`config.mk`:
```
export PLATFORM = sky130hd
export DESIGN_NAME = sketch_plot_sequencer
export DESIGN_NICKNAME = d
export VERILOG_FILES = /design/src/rtl/sketch_plot_sequencer.sv
export SDC_FILE = /design/constraint.sdc
export NUM_CORES = 1
export LEC_CHECK = 0
export BUFFER_PORTS_ARGS = -buffer_cell sky130_fd_sc_hd__buf_2
export CORE_MARGIN = 3
export CORE_UTILIZATION = 35
export CTS_BUF_LIST = sky130_fd_sc_hd__clkbuf_8
export CTS_CLUSTER_SIZE = 24
export DETAILED_ROUTE_END_ITERATION = 10
export HOLD_SLACK_MARGIN = 0.12
export PLACE_DENSITY = 0.58
export SYNTH_ARGS = -nofsm -noshare
export SYNTH_HDL_FRONTEND = slang
export SYNTH_SLANG_ARGS = --single-unit
```
`constraint.sdc`:
```
create_clock -name clock -period 3.4 [get_ports clock]
set_input_delay 0.85 -clock clock [delete_from_list [all_inputs] [get_ports clock]]
set_output_delay 0.85 -clock clock [all_outputs]
set_load 0.01 [all_outputs]
```
`src/rtl/sketch_plot_sequencer.sv`:
```
// Single source of pixel writes for the etch-a-sketch: turns synchronised key
// requests into cursor plot strobes and runs a full-screen raster clear.
module sketch_plot_sequencer #(
  parameter int         X_MAX         = 159,
  parameter int         Y_MAX         = 119,
  parameter int         START_X       = 80,
  parameter int         START_Y       = 60,
  parameter int         REPEAT_CYCLES = 2500000,
  parameter logic [2:0] BG_COLOUR     = 3'b000
) (
  input  logic       clock,
  input  logic       resetn,
  input  logic       dir_up,
  input  logic       dir_down,
  input  logic       dir_left,
  input  logic       dir_right,
  input  logic       clear_req,
  input  logic [2:0] pen_colour,
  output logic [7:0] vga_x,
  output logic [6:0] vga_y,
  output logic [2:0] vga_colour,
  output logic       plot,
  output logic       busy,
  output logic [7:0] cursor_x,
  output logic [6:0] cursor_y
);

  localparam int            CW       = $clog2(REPEAT_CYCLES);
  localparam logic [7:0]    X_LAST   = 8'(X_MAX);
  localparam logic [6:0]    Y_LAST   = 7'(Y_MAX);
  localparam logic [7:0]    X_HOME   = 8'(START_X);
  localparam logic [6:0]    Y_HOME   = 7'(START_Y);
  localparam logic [CW-1:0] RPT_LAST = CW'(REPEAT_CYCLES - 1);

  localparam logic [1:0] ST_IDLE   = 2'd0;
  localparam logic [1:0] ST_CLEAR  = 2'd1;
  localparam logic [1:0] ST_CURSOR = 2'd2;

  logic [4:0] req_async;
  logic [4:0] req_sync;

  assign req_async = {clear_req, dir_right, dir_left, dir_down, dir_up};

  genvar gi;
  generate
    for (gi = 0; gi < 5; gi++) begin : g_sync
      logic meta_reg;
      logic sync_reg;
      always_ff @(posedge clock or negedge resetn) begin
        if (!resetn) begin
          meta_reg <= 1'b0;
          sync_reg <= 1'b0;
        end else begin
          meta_reg <= req_async[gi];
          sync_reg <= meta_reg;
        end
      end
      assign req_sync[gi] = sync_reg;
    end
  endgenerate

  // Normalised vector {up, down, left, right}: an opposite pair cancels on its axis.
  logic [3:0] dir_vec;
  logic       clear_edge;

  assign dir_vec = {req_sync[0] & ~req_sync[1],
                    req_sync[1] & ~req_sync[0],
                    req_sync[2] & ~req_sync[3],
                    req_sync[3] & ~req_sync[2]};

  logic [1:0]    state_reg, state_next;
  logic [7:0]    cursor_x_reg, cursor_x_next;
  logic [6:0]    cursor_y_reg, cursor_y_next;
  logic [7:0]    vga_x_reg, vga_x_next;
  logic [6:0]    vga_y_reg, vga_y_next;
  logic [2:0]    vga_colour_reg, vga_colour_next;
  logic          plot_reg, plot_next;
  logic          busy_reg, busy_next;
  logic [CW-1:0] rpt_reg, rpt_next;
  logic [3:0]    dir_prev_reg;
  logic          clear_prev_reg;

  assign clear_edge = req_sync[4] & ~clear_prev_reg;

  // Saturating single step of the cursor along the normalised vector.
  logic [7:0] step_x;
  logic [6:0] step_y;

  always_comb begin
    step_x = cursor_x_reg;
    step_y = cursor_y_reg;
    if (dir_vec[0] && (cursor_x_reg < X_LAST)) begin
      step_x = cursor_x_reg + 8'd1;
    end else if (dir_vec[1] && (cursor_x_reg != 8'd0)) begin
      step_x = cursor_x_reg - 8'd1;
    end
    if (dir_vec[2] && (cursor_y_reg < Y_LAST)) begin
      step_y = cursor_y_reg + 7'd1;
    end else if (dir_vec[3] && (cursor_y_reg != 7'd0)) begin
      step_y = cursor_y_reg - 7'd1;
    end
  end

  logic step;

  always_comb begin
    state_next      = state_reg;
    cursor_x_next   = cursor_x_reg;
    cursor_y_next   = cursor_y_reg;
    vga_x_next      = vga_x_reg;
    vga_y_next      = vga_y_reg;
    vga_colour_next = vga_colour_reg;
    plot_next       = 1'b0;
    busy_next       = busy_reg;
    rpt_next        = '0;
    step            = 1'b0;

    case (state_reg)
      ST_IDLE: begin
        if ((dir_vec != 4'd0) && (dir_vec == dir_prev_reg)) begin
          if (rpt_reg == RPT_LAST) begin
            step = 1'b1;
          end else begin
            rpt_next = rpt_reg + CW'(1);
          end
        end else begin
          step = (dir_vec != 4'd0);
        end

        // A clear edge wins over a step decided in the same cycle.
        if (clear_edge) begin
          state_next      = ST_CLEAR;
          plot_next       = 1'b1;
          busy_next       = 1'b1;
          vga_x_next      = 8'd0;
          vga_y_next      = 7'd0;
          vga_colour_next = BG_COLOUR;
          rpt_next        = '0;
        end else if (step) begin
          cursor_x_next   = step_x;
          cursor_y_next   = step_y;
          plot_next       = 1'b1;
          vga_x_next      = step_x;
          vga_y_next      = step_y;
          vga_colour_next = pen_colour;
        end
      end

      ST_CLEAR: begin
        // vga_x/vga_y double as the raster position of the pixel on the bus.
        plot_next = 1'b1;
        if (vga_x_reg == X_LAST) begin
          vga_x_next = 8'd0;
          if (vga_y_reg == Y_LAST) begin
            state_next      = ST_CURSOR;
            busy_next       = 1'b0;
            cursor_x_next   = X_HOME;
            cursor_y_next   = Y_HOME;
            vga_x_next      = X_HOME;
            vga_y_next      = Y_HOME;
            vga_colour_next = pen_colour;
          end else begin
            vga_y_next = vga_y_reg + 7'd1;
          end
        end else begin
          vga_x_next = vga_x_reg + 8'd1;
        end
      end

      ST_CURSOR: begin
        state_next = ST_IDLE;
      end

      default: begin
        state_next = ST_IDLE;
        busy_next  = 1'b0;
      end
    endcase
  end

  always_ff @(posedge clock or negedge resetn) begin
    if (!resetn) begin
      state_reg      <= ST_IDLE;
      cursor_x_reg   <= X_HOME;
      cursor_y_reg   <= Y_HOME;
      vga_x_reg      <= X_HOME;
      vga_y_reg      <= Y_HOME;
      vga_colour_reg <= 3'd0;
      plot_reg       <= 1'b0;
      busy_reg       <= 1'b0;
      rpt_reg        <= '0;
      dir_prev_reg   <= 4'd0;
      clear_prev_reg <= 1'b0;
    end else begin
      state_reg      <= state_next;
      cursor_x_reg   <= cursor_x_next;
      cursor_y_reg   <= cursor_y_next;
      vga_x_reg      <= vga_x_next;
      vga_y_reg      <= vga_y_next;
      vga_colour_reg <= vga_colour_next;
      plot_reg       <= plot_next;
      busy_reg       <= busy_next;
      rpt_reg        <= rpt_next;
      // Tracked in every state so a vector or level held through a clear never looks new.
      dir_prev_reg   <= dir_vec;
      clear_prev_reg <= req_sync[4];
    end
  end

  assign vga_x      = vga_x_reg;
  assign vga_y      = vga_y_reg;
  assign vga_colour = vga_colour_reg;
  assign plot       = plot_reg;
  assign busy       = busy_reg;
  assign cursor_x   = cursor_x_reg;
  assign cursor_y   = cursor_y_reg;

endmodule

```
; Word level (Yosys, flattened, before mapping)
; Cells that the tools add are included.
[word_totals]
wordCells = 114
register_bits = 74
out_inout_bits = 35
in_bits = 10
[op_classes]
mux = 45
order_cmp = 2
n_eq_ne = 12
add_sub_neg = 7
bitwise_logic = 11
reduce_logical = 16
[op_table]
columns = operator, count
row1 = $mux W22, 4
row2 = $mux W7, 10
row3 = $mux W8, 8
row4 = $pmux W8 S2, 2
row5 = $pmux W7 S2, 2
row6 = $add A22 B1 Y22 const B, 1
row7 = $eq A22 B22 Y1 const B, 1
row8 = $add A8 B1 Y8 const B, 2
row9 = $add A7 B1 Y7 const B, 2
row10 = $mux W3, 4
row11 = $eq A8 B8 Y1 const B, 1
row12 = $lt A8 B8 Y1 const B, 1
row13 = $mux W1, 8
row14 = $ne A2 B2 Y1 const B, 4
row15 = $reduce_and A4 Y1, 2
row16 = $reduce_bool A8 Y1, 1
row17 = $sub A8 B1 Y8 const B, 1
row18 = $eq A7 B7 Y1 const B, 1
row19 = $lt A7 B7 Y1 const B, 1
row20 = $reduce_bool A7 Y1, 1
row21 = $sub A7 B1 Y7 const B, 1
row22 = $mux W2, 3
row23 = $not A1 Y1, 6
row24 = $pmux W3 S2, 1
row25 = 16 further kinds, 25

; Longest topological paths before layout
[depth]
ltp_word = 9
mapped_depth = 9
mapped_depth_nobuf = 8

; Worst setup path before layout
; Ideal clock, no wire load.
[synth_timing]
path_type = register to register
startpoint = reg cursor_x_reg[0], in the netlist cursor_x[0]
endpoint = reg vga_x_reg[5], in the netlist vga_x[5]
arrival_ns = 2.107
slack_ns = 1.167
t_required_ns = 3.274
setup_ns = 0.126
synth_period_minus_slack_ns = 2.233
n_path_buf = 0
stages_incl_launch_ff = 7
path_cell_list = dfrtp_1 -> ha_1 -> nand4_1 -> a31oi_1 -> mux2_2 -> xnor2_1 -> a221o_1
[synth_via]
elab_chain_cells = 7
word_cells_on_any_way = 11
cone_classes = add/sub (2) / order compare (1) / mux (5) / reduce/logical (3)
[synth_lines]
columns = element, line_no
row1 = "start, declared", 72  ; logic [7:0] cursor_x_reg, cursor_x_next;
row2 = "start signal, assigned", 196  ; cursor_x_reg <= cursor_x_next;
row3 = branches (longest 3 deep; another with $sub A8 B1 Y8), --
row4 = $mux W8 *, 92  ; if (dir_vec[0] && (cursor_x_reg < X_LAST)) begin
row5 = $mux W8 *, 139  ; end else if (step) begin
row6 = $mux W8 *, 131  ; if (clear_edge) begin
row7 = $pmux W8 S2 *, 118  ; case (state_reg)
row8 = "end signal, assigned", 198  ; vga_x_reg <= vga_x_next;
row9 = "end, declared", 74  ; logic [7:0] vga_x_reg, vga_x_next;
; Mark *: on every way between the ends. The select of a mux whose other input is x is not followed.
; A chain may end at the register's enable or synchronous reset.

; Final worst setup path
[layout_timing]
startpoint = reg g_sync[0].sync_reg
endpoint = reg rpt_reg[8]
[layout_via]
word_cells_on_any_way = 9
cone_classes = eq/ne (1) / mux (3) / bitwise (3) / reduce/logical (2)
[layout_lines]
columns = element, line_no
row1 = "start, declared", 48  ; logic sync_reg;
row2 = "start signal, assigned", 55  ; sync_reg <= meta_reg;
row3 = $and A1 B1 Y1 *, 66  ; assign dir_vec = {req_sync[0] & ~req_sync[1],
row4 = named net dir_vec[3], 63  ; logic [3:0] dir_vec;
row5 = $eq A4 B4 Y1 / $reduce_bool A4 Y1 (equally long branches), 120  ; if ((dir_vec != 4'd0) && (dir_vec == dir_prev_reg)) begin
row6 = $logic_and A1 B1 Y1 *, 120
row7 = $mux W22 *, 120
row8 = $mux W22 *, 131
row9 = $mux W22 *, 118
row10 = named net rpt_next[8], 79  ; logic [CW-1:0] rpt_reg, rpt_next;
row11 = "end signal, assigned", 203  ; rpt_reg <= rpt_next;
row12 = "end, declared", 79
; The timed path passes the listed nets; every way through them passes the cells marked *.

==> metrics.md <==
| Metric | Value |
|---|---|
| Port buffer count | `44` |
| Seq. cell area | `1870 sq um` |
| Inserted Clock Buffers | `9` |
| Final hold vios | `0` |
| CTS max path bufs | `2` |
| Clk sink count | `74` |
| Reg power frac | `43.5%` |
| Die area | `14200 sq um` |
| Max-Cap Viols | `0` |
| Maximum vdd drop | `285 uV` |
| Ys async rst share | `100%` |
| Tmin final | `2.65 ns` |
| Skew-Pair Late Insertion Delay | `0.36 ns` |
| Nets | `557` |
| Clk pwr share | `21.8%` |
| Wl on met1 | `5410 um` |
| CP arrival | `2.91 ns` |
| Post-route clock period utilization | `77.9%` |
| H-tree levels | `3` |
| Remaining Overflow, GRT | `0` |
| Drt initial violations | `386` |
| Slew @ Worst Pin | `0.982 ns` |
| Final setup TNS | `0 ns` |
| Slew headroom | `34.6%` |
| Synth Flop Type | `dfrtp_1` |
| Gate Count Post-Synth | `490` |
| Largest net degree at the start of global routing | `75` |
| CP max FO | `21` |
| Crit start category | `flip-flop` |
| FMAX | `378 MHz` |
| Final Non-Filler Cells | `708` |
| RSZ-0062 raised after global routing | `false` |
| Lkg Pwr | `2.22 nW` |
| Total Routing Usage GR | `18.0%` |
| Cell Pwr Density | `611 nW/um^2` |
| Die height | `119 um` |
| Root Driver | `clkbuf_8` |
| Sequential fraction of the synthesis area | `41.8%` |
| Final WL | `12600 um` |
| Psw | `1.23 mW` |
| Hold Slack | `0.352 ns` |
| Hold_buf cts | `0` |
| Routed Antenna Nets | `0` |
| P_int | `1.88 mW` |
| Finished Core Util | `41.5%` |
| First-pass GRT wire length | `20600 um` |
| Min-Delay Path Class | `reg -> reg` |
| Initial antenna violation count | `0` |
| Synth Register Bits | `74` |
| Area of the multi-input gates | `2440 sq um` |
| Post-Syn Area | `4470 sq um` |
| Vias/cell | `5.72` |
| Post-synth cell types | `67` |
| Drc violations | `0` |
| GP Congestion | `0.937` |
| Vias in the first global route | `3916` |
| EDFF count, synth | `0` |
| Final slew viol count | `0` |
| Final Setup Violations | `0` |
| Site Rows | `40` |
| Max reg flops | `22` |
| Post-cts sizing count | `0` |
| Antenna cells | `0` |
| Synthesized area per cell | `9.12 sq um` |
| Core box area | `12300 sq um` |
| DR top layer | `met4` |
| Total power draw | `3.11 mW` |
| Via count | `4047` |
| Syn_nets | `512` |
| Gate power share | `34.7%` |
| IO Pins | `45` |
| Met2 wire len | `6090 um` |
| Placed cell count | `692` |
| WL met3 | `691 um` |
| CTS tree | `yes` |
| Syn-to-layout area delta | `13.7%` |
| FILL cells | `1246` |
| Initial DRT Pass Iterations | `5` |
| Crit end category | `flip-flop` |
| Crit Path Class | `reg -> reg` |
| Die width | `119 um` |
| Clk_skew | `0.0146 ns` |
| Initial Util | `36.4%` |
| Sw Share | `39.4%` |
| Post-DP HPWL | `9140 um` |
| Critical path data required time | `3.66 ns` |
| Status | `finished, final reports clean` |
| Layout cells sized above 1 | `17.2%` |
| Clock-pin slew on the worst setup and hold paths | `0.08 ns` |
| Yosys warns | `0` |
| WL per Instance | `17.7 um` |
| Post-CTS Setup Bufs | `0` |
==> layout by cell type, fill, tap and decap left out, types with 7 or more instances in the layout <==
| cell | synthesis | layout |
|---|---|---|
| or3_1 | 10 | 10 |
| inv_1 | 26 | 26 |
| nand3_1 | 20 | 20 |
| xnor2_1 | 12 | 12 |
| clkbuf_8 | 0 | 9 |
| o21ai_0 | 16 | 16 |
| buf_2 | 1 | 43 |
| and3_1 | 11 | 11 |
| nor2_1 | 51 | 51 |
| ha_1 | 12 | 12 |
| nor3_1 | 16 | 16 |
| nand4_1 | 16 | 16 |
| nand2b_1 | 8 | 8 |
| a21oi_1 | 15 | 15 |
| xor2_1 | 15 | 15 |
| a31oi_1 | 15 | 15 |
| buf_4 | 0 | 8 |
| o211ai_1 | 7 | 7 |
| nand2_1 | 41 | 41 |
| dfstp_2 | 12 | 12 |
| dfrtp_1 | 62 | 62 |
| mux2i_1 | 11 | 11 |
==> metal layers <==
metal | track usage [%] | vias up
met2 | 29.7 | 132
met3 | 3.61 | 27
met4 | 7.02 | 0
met1 | 23.3 | 1986
met5 | 0 | -
li1 | - | 1902
==> path summary, 6_finish.rpt <==
path                                     from            endpoint  slack [ns]  cells after the start
setup / recovery           g_sync[0].sync_reg          rpt_reg[8]        0.75                      6
hold reg to reg            g_sync[2].meta_reg  g_sync[2].sync_reg        0.35                      0
max in group asynchronous              resetn  g_sync[2].meta_reg        2.10                      1
setup reg to reg           g_sync[0].sync_reg          rpt_reg[8]        0.75                      6
hold / removal             g_sync[2].meta_reg  g_sync[2].sync_reg        0.35                      0
min in group asynchronous              resetn          rpt_reg[5]        0.62                      1
==> power groups by stage <==
stage / Sequential (mW) / Combinational [mW] / Clock [mW]
final: 1.35 / 1.08 / 0.678
after global routing: 1.39 / 1.20 / 0.742
after CTS: 1.35 / 1.08 / 0.708
after detailed placement: 1.36 / 1.07 / 0
after global placement: 1.35 / 1.06 / 0
after floorplan: 1.33 / 0.678 / 0
==> through the flow <==
step / area, sq um / setup WS [ns]
after floorplan: 4470 / 1.17
after global placement: 4890 / 0.845
after detailed placement: 4890 / 0.718
after CTS: 5080 / 0.723
after global routing: 5080 / 0.468
final: 5080 / 0.751
==> layout make-up <==
type	count	share of cell area (%)
multi-input combinational	373	48.0
sequential	74	36.7
timing repair buffer	51	5.41
tap	168	4.13
clock buffer	9	2.44
inverter	26	1.92
clock inverter	7	1.38
==> synthesized netlist by cell type (14+ instances only) <==
cell	number	area (sq um)
a21oi_1	15	75.1
nor2_1	51	191
nor3_1	16	80.1
nand3_1	20	100
dfrtp_1	62	1550
nand2_1	41	154
clkbuf_1	14	52.6
o21ai_0	16	80.1
a31oi_1	15	93.8
xor2_1	15	131
nand4_1	16	100
inv_1	26	97.6
==> critical path, cell delays in order, from the launching register on <==
cell and delay, ns:
dfrtp_1 0.39, ha_1 0.32, xor2_1 0.21, nor4_2 0.54, o21a_1 0.37, nand2_1 0.48
nor2_1 0.26
==> cells by family after synthesis <==
family                   share of synthesized area, %
adder cells (fa/ha/maj)                          3.36
flip-flops                                       41.8
multiplexers                                     2.97
AND/OR/NAND/NOR                                  24.9
AO/OA/AOI/OAI                                    18.0
buffers and inverters                            3.64
XOR/XNOR                                         5.29
No activity file was read; power rests on OpenSTA's default activity.
